===== src/rtl/sng_stream_ctrl.sv =====
// Sequencer for one LFSR stochastic number generator: seeds the SNG, runs it for
// a programmed number of cycles, compares each SNG state against a binary
// operand to emit one stochastic bit per cycle, and counts the emitted ones.
// Ports: clk/reset (sync, active-high); start/seed_in/value_in/length_in request
// a stream; busy/done/bit_out/bit_valid/ones_count report it; sng_seed,
// sng_reset, sng_enable drive the SNG and sng_data returns its current state.
module sng_stream_ctrl #(
  parameter int WIDTH = 8,
  parameter int LEN_W = 9
) (
  input  logic             clk,
  input  logic             reset,
  input  logic             start,
  input  logic [WIDTH-1:0] seed_in,
  input  logic [WIDTH-1:0] value_in,
  input  logic [LEN_W-1:0] length_in,
  output logic             busy,
  output logic             done,
  output logic             bit_out,
  output logic             bit_valid,
  output logic [LEN_W-1:0] ones_count,
  output logic [WIDTH-1:0] sng_seed,
  output logic             sng_reset,
  output logic             sng_enable,
  input  logic [WIDTH-1:0] sng_data
);

  typedef enum logic [1:0] {
    IDLE = 2'd0,
    LOAD = 2'd1,
    RUN  = 2'd2,
    DONE = 2'd3
  } state_t;

  state_t           state;
  state_t           state_nxt;
  logic [WIDTH-1:0] seed_reg;
  logic [WIDTH-1:0] value_reg;
  logic [LEN_W-1:0] length_reg;
  logic [LEN_W-1:0] remaining;

  // State register and datapath.
  always_ff @(posedge clk) begin
    if (reset) begin
      state      <= IDLE;
      seed_reg   <= WIDTH'(1);
      value_reg  <= '0;
      length_reg <= '0;
      remaining  <= '0;
      ones_count <= '0;
    end else begin
      state <= state_nxt;
      case (state)
        IDLE: begin
          if (start) begin
            // An all-zero seed would lock the LFSR; substitute state 1.
            seed_reg   <= (seed_in == '0) ? WIDTH'(1) : seed_in;
            value_reg  <= value_in;
            length_reg <= length_in;
            ones_count <= '0;
          end
        end
        LOAD: begin
          remaining <= length_reg;
        end
        RUN: begin
          ones_count <= ones_count + LEN_W'(bit_out);
          remaining  <= remaining - LEN_W'(1);
        end
        default: ;
      endcase
    end
  end

  // Next-state and per-state outputs.
  always_comb begin
    state_nxt  = state;
    done       = 1'b0;
    bit_valid  = 1'b0;
    bit_out    = 1'b0;
    sng_enable = 1'b0;
    case (state)
      IDLE: begin
        if (start) state_nxt = LOAD;
      end
      LOAD: begin
        // The SNG captures the seed at the end of this cycle, so the first
        // RUN cycle already sees the seed on sng_data.
        state_nxt = (length_reg == '0) ? DONE : RUN;
      end
      RUN: begin
        sng_enable = 1'b1;
        bit_valid  = 1'b1;
        bit_out    = (sng_data < value_reg);
        if (remaining == LEN_W'(1)) state_nxt = DONE;
      end
      DONE: begin
        done      = 1'b1;
        state_nxt = IDLE;
      end
      default: state_nxt = IDLE;
    endcase
  end

  assign busy      = (state != IDLE);
  assign sng_seed  = seed_reg;
  // Hold the SNG in reset while this block is in reset, and load it in LOAD.
  assign sng_reset = reset | (state == LOAD);

endmodule

===== config.mk =====
export PLATFORM = sky130hd
export DESIGN_NAME = sng_stream_ctrl
export DESIGN_NICKNAME = d
export VERILOG_FILES = /design/src/rtl/sng_stream_ctrl.sv
export SDC_FILE = /design/constraint.sdc
export NUM_CORES = 1
export LEC_CHECK = 0
export ABC_AREA = 0
export CAP_MARGIN = 5
export CORE_MARGIN = 1
export CORE_UTILIZATION = 50
export CTS_BUF_LIST = sky130_fd_sc_hd__clkbuf_2 sky130_fd_sc_hd__clkbuf_4 sky130_fd_sc_hd__clkbuf_8
export DETAILED_ROUTE_END_ITERATION = 10
export GPL_TIMING_DRIVEN = 0
export HOLD_SLACK_MARGIN = 0.06
export PLACE_DENSITY_LB_ADDON = 0.08
export SLEW_MARGIN = 40
export SYNTH_ARGS = -nofsm -noshare
export SYNTH_HDL_FRONTEND = slang
export SYNTH_SLANG_ARGS = --single-unit

===== constraint.sdc =====
create_clock -name clk -period 3.1 [get_ports clk]
set_clock_uncertainty 0.05 [all_clocks]
set_input_delay 0.62 -clock clk [delete_from_list [all_inputs] [get_ports clk]]
set_output_delay 0.62 -clock clk [all_outputs]
set_load 0.03 [all_outputs]

==> results.md <==
* Reg clk slew, reported paths at 0.08 ns
* CTS root buf: clkbuf_8
* GRT Residual Overflow at 0
* Relative slew slack at 0.650
* Main synth FF type: dfxtp_1
* Pwr Total at 2.50 mW
* Avg Cell Area, Syn at 8.15 sq um
* RSZ-0062 raised after global routing: false
* Crit. End Element: primary output
* Max stage delay on crit path at 0.40 ns
* CP bufs+invs at 2
* H-tree depth at 2
* Maximum vdd drop at 487 uV
* Area grow syn2layout at 34.1%
* Family with the most delay on the worst path: compound AO/OA/AOI/OAI gates
* Fmax at 338 MHz
* I/O pin cnt at 59
* Initial Utilization at 0.525
* Ys Warns at 0
* CP required at 2.43 ns
* Cell taking the most area after synthesis: dfxtp_1
* Core Util, Final at 0.703
* Antenna Cells at 0
* Die Wd at 69.8 microns
* Pwr Density at 811 nW/um^2
* Syn Nets at 333
* Synth top area share at 0.392
* Most frequent cell after synthesis: nand2_1
* LEAKAGE at 1.15 nW
* CTS Buffer Depth at 2
* Num CTS Buffers at 5
* Post-route ant nets at 0
* Pre-antenna DRT Iters at 4
* Worst R2R Start: state[0]
* Hold path start: sng_seed[4]
* Die Y at 69.8 microns
* Vias post-DR at 2157
* R2r setup slk at 0.27 ns
* Die area at 4870 sq um
* Clk_lat worst skew at 0.30 ns
* Mapped cell area at 2300 sq um
* Vias in the first global route at 2084
* FFs w/ async S/R, synth at 0
* Register area share after synthesis at 0.392
* Dpl hpwl at 4020 microns
* Max Cap Viol at 0
* First-pass GRT wire length at 9490 microns
* CTS tree: built
* DR vias/cell at 5.39
* Layout cell share with drive strength beyond 1 at 0.0833
* GRT Overall Usage at 0.243
* Largest net degree at the start of global routing at 15
* Crit path DAT at 2.29 ns
* Final min period at 2.96 ns
* Slowest-stage cell, CP: clkdlybuf4s50_1
* Final setup margin at 0.140 ns
* Pre-CTS setup slack at -0.375 ns
* #FFs+latches synth at 45
* Clk sinks at 45
* Crit path kind: input port to primary output
* EDFF count, synth at 0
* CP Launch Type: input port
* Fin. Hold Viols at 0
* HP Class: flop to flop
* Top post-synthesis cells by count: nand2_1, dfxtp_1, a21oi_1
* Final setup fails at 0
* Top cells by area, synth: dfxtp_1, nand2_1, ha_1
* Final setup TNS at 0 ns
* Placement row count at 24
* Total detailed-routing wirelength at 5430 microns
* Initial antenna violation count at 0
* Core area at 4380 sq um
* Crit path cell chain: clkdlybuf4s50_1 > ha_1 > a21oi_1 > o21ai_1 > a41o_1 > a31oi_2 > buf_2
* Wire length per cell at 13.6 microns
* Port Buf Inserts at 57
* Final #Nets at 398
* Final Cycle Share at 0.955
* Post-synth cell types at 49
* Worst-margin pin slew at 0.525 ns
* # DRC at 0
* CP max FO at 2
* Design area at 3080 sq um
* GPL Wtd Cong at 0.802
* DP Area at 2940 sq um
* 1st-iter DRT viols at 134
* CTS Hold Bufs at 0
* Final slew viol count at 0
* Synth Instances at 282
* Outcome: completed
* Crit path from: sng_data[2]
* Fill count at 389
cells in the final DEF, fill, tap and decap left out, drive strengths merged, types with 3 or more instances in the layout:
| master | count |
|---|---|
| mux2i | 3 |
| dfxtp | 45 |
| ha | 15 |
| nor2 | 22 |
| nand4 | 4 |
| xor2 | 3 |
| nor4 | 4 |
| a32oi | 3 |
| o21ai | 8 |
| nor4b | 3 |
| inv | 16 |
| nand3 | 7 |
| nand2 | 55 |
| a211oi | 3 |
| o32ai | 3 |
| a21oi | 33 |
| clkdlybuf4s50 | 56 |
| nand2b | 4 |
| clkbuf | 15 |
| buf | 9 |
| nor3 | 5 |
tightest hold or removal path: cells and delay by family (launching register included):
family	cells	cell delay, ns
flops	1	0.32
compound gates	1	0.05
simple gates	1	0.05
layer usage:
| metal | up-vias | share of wire | track usage |
|---|---|---|---|
| li1 | 1109 | - | - |
| met1 | 991 | 0.46 | 0.313 |
| met2 | 49 | 0.48 | 0.403 |
| met3 | 8 | 0.043 | 0.0509 |
| met4 | 0 | 0.015 | 0.0800 |
| met5 | - | 0 | 0 |
kinds of logic (layout without fill, tap and decap cells):
logic type                 after synthesis  count (layout)  share of synthesized area
muxes                                    4               4                     0.0196
AOI/OAI and AO/OA                       66              66                      0.183
xor gates and xnor gates                 5               5                     0.0190
adders and majority gates               15              15                     0.0816
buffers and inverters                   33              99                     0.0593
and+or+nand+nor                        114             114                      0.246
DFF                                     45              45                      0.392
cell type report:
type / instances / area, sq um / area share
buffer: 17 / 76.3 / 0.0248
clock buffer: 5 / 68.8 / 0.0223
clock inverter: 3 / 65.1 / 0.0211
inverter: 16 / 60.1 / 0.0195
multi-input combinational: 204 / 1270 / 0.413
sequential: 45 / 901 / 0.292
tap: 52 / 65.1 / 0.0211
timing repair buffer: 58 / 573 / 0.186
final timing paths:
path | end | cells past startpoint
setup reg to reg | ones_count[8] | 12
hold reg to reg | sng_seed[4] | 2
setup / recovery | bit_out | 7
hold / removal | sng_seed[4] | 2
timing repair:
action                     CTS  global route
resized for setup            5             3
setup endpoints to repair    1             3
pin swaps                    0             1
buffers inserted             0             1
gates cloned                 0             0
per-stage QoR:
stage / hold WS (ns) / std cells
5_1_grt: 0.423 / 400
3_5_place_dp: 0.397 / 391
4_1_cts: 0.409 / 399
6_report: 0.407 / 400
3_3_place_gp: 0.393 / 391
2_1_floorplan: 0.382 / 282
where the power goes:
part | internal (mW) | switching (mW) | leakage, nW
sequential | 0.687 | 0.105 | 0.368
clock | 0.320 | 0.203 | 0.0681
combinational | 0.488 | 0.697 | 0.715
total | 1.50 | 1.01 | 1.15
Power figures use the tool's default switching activity.
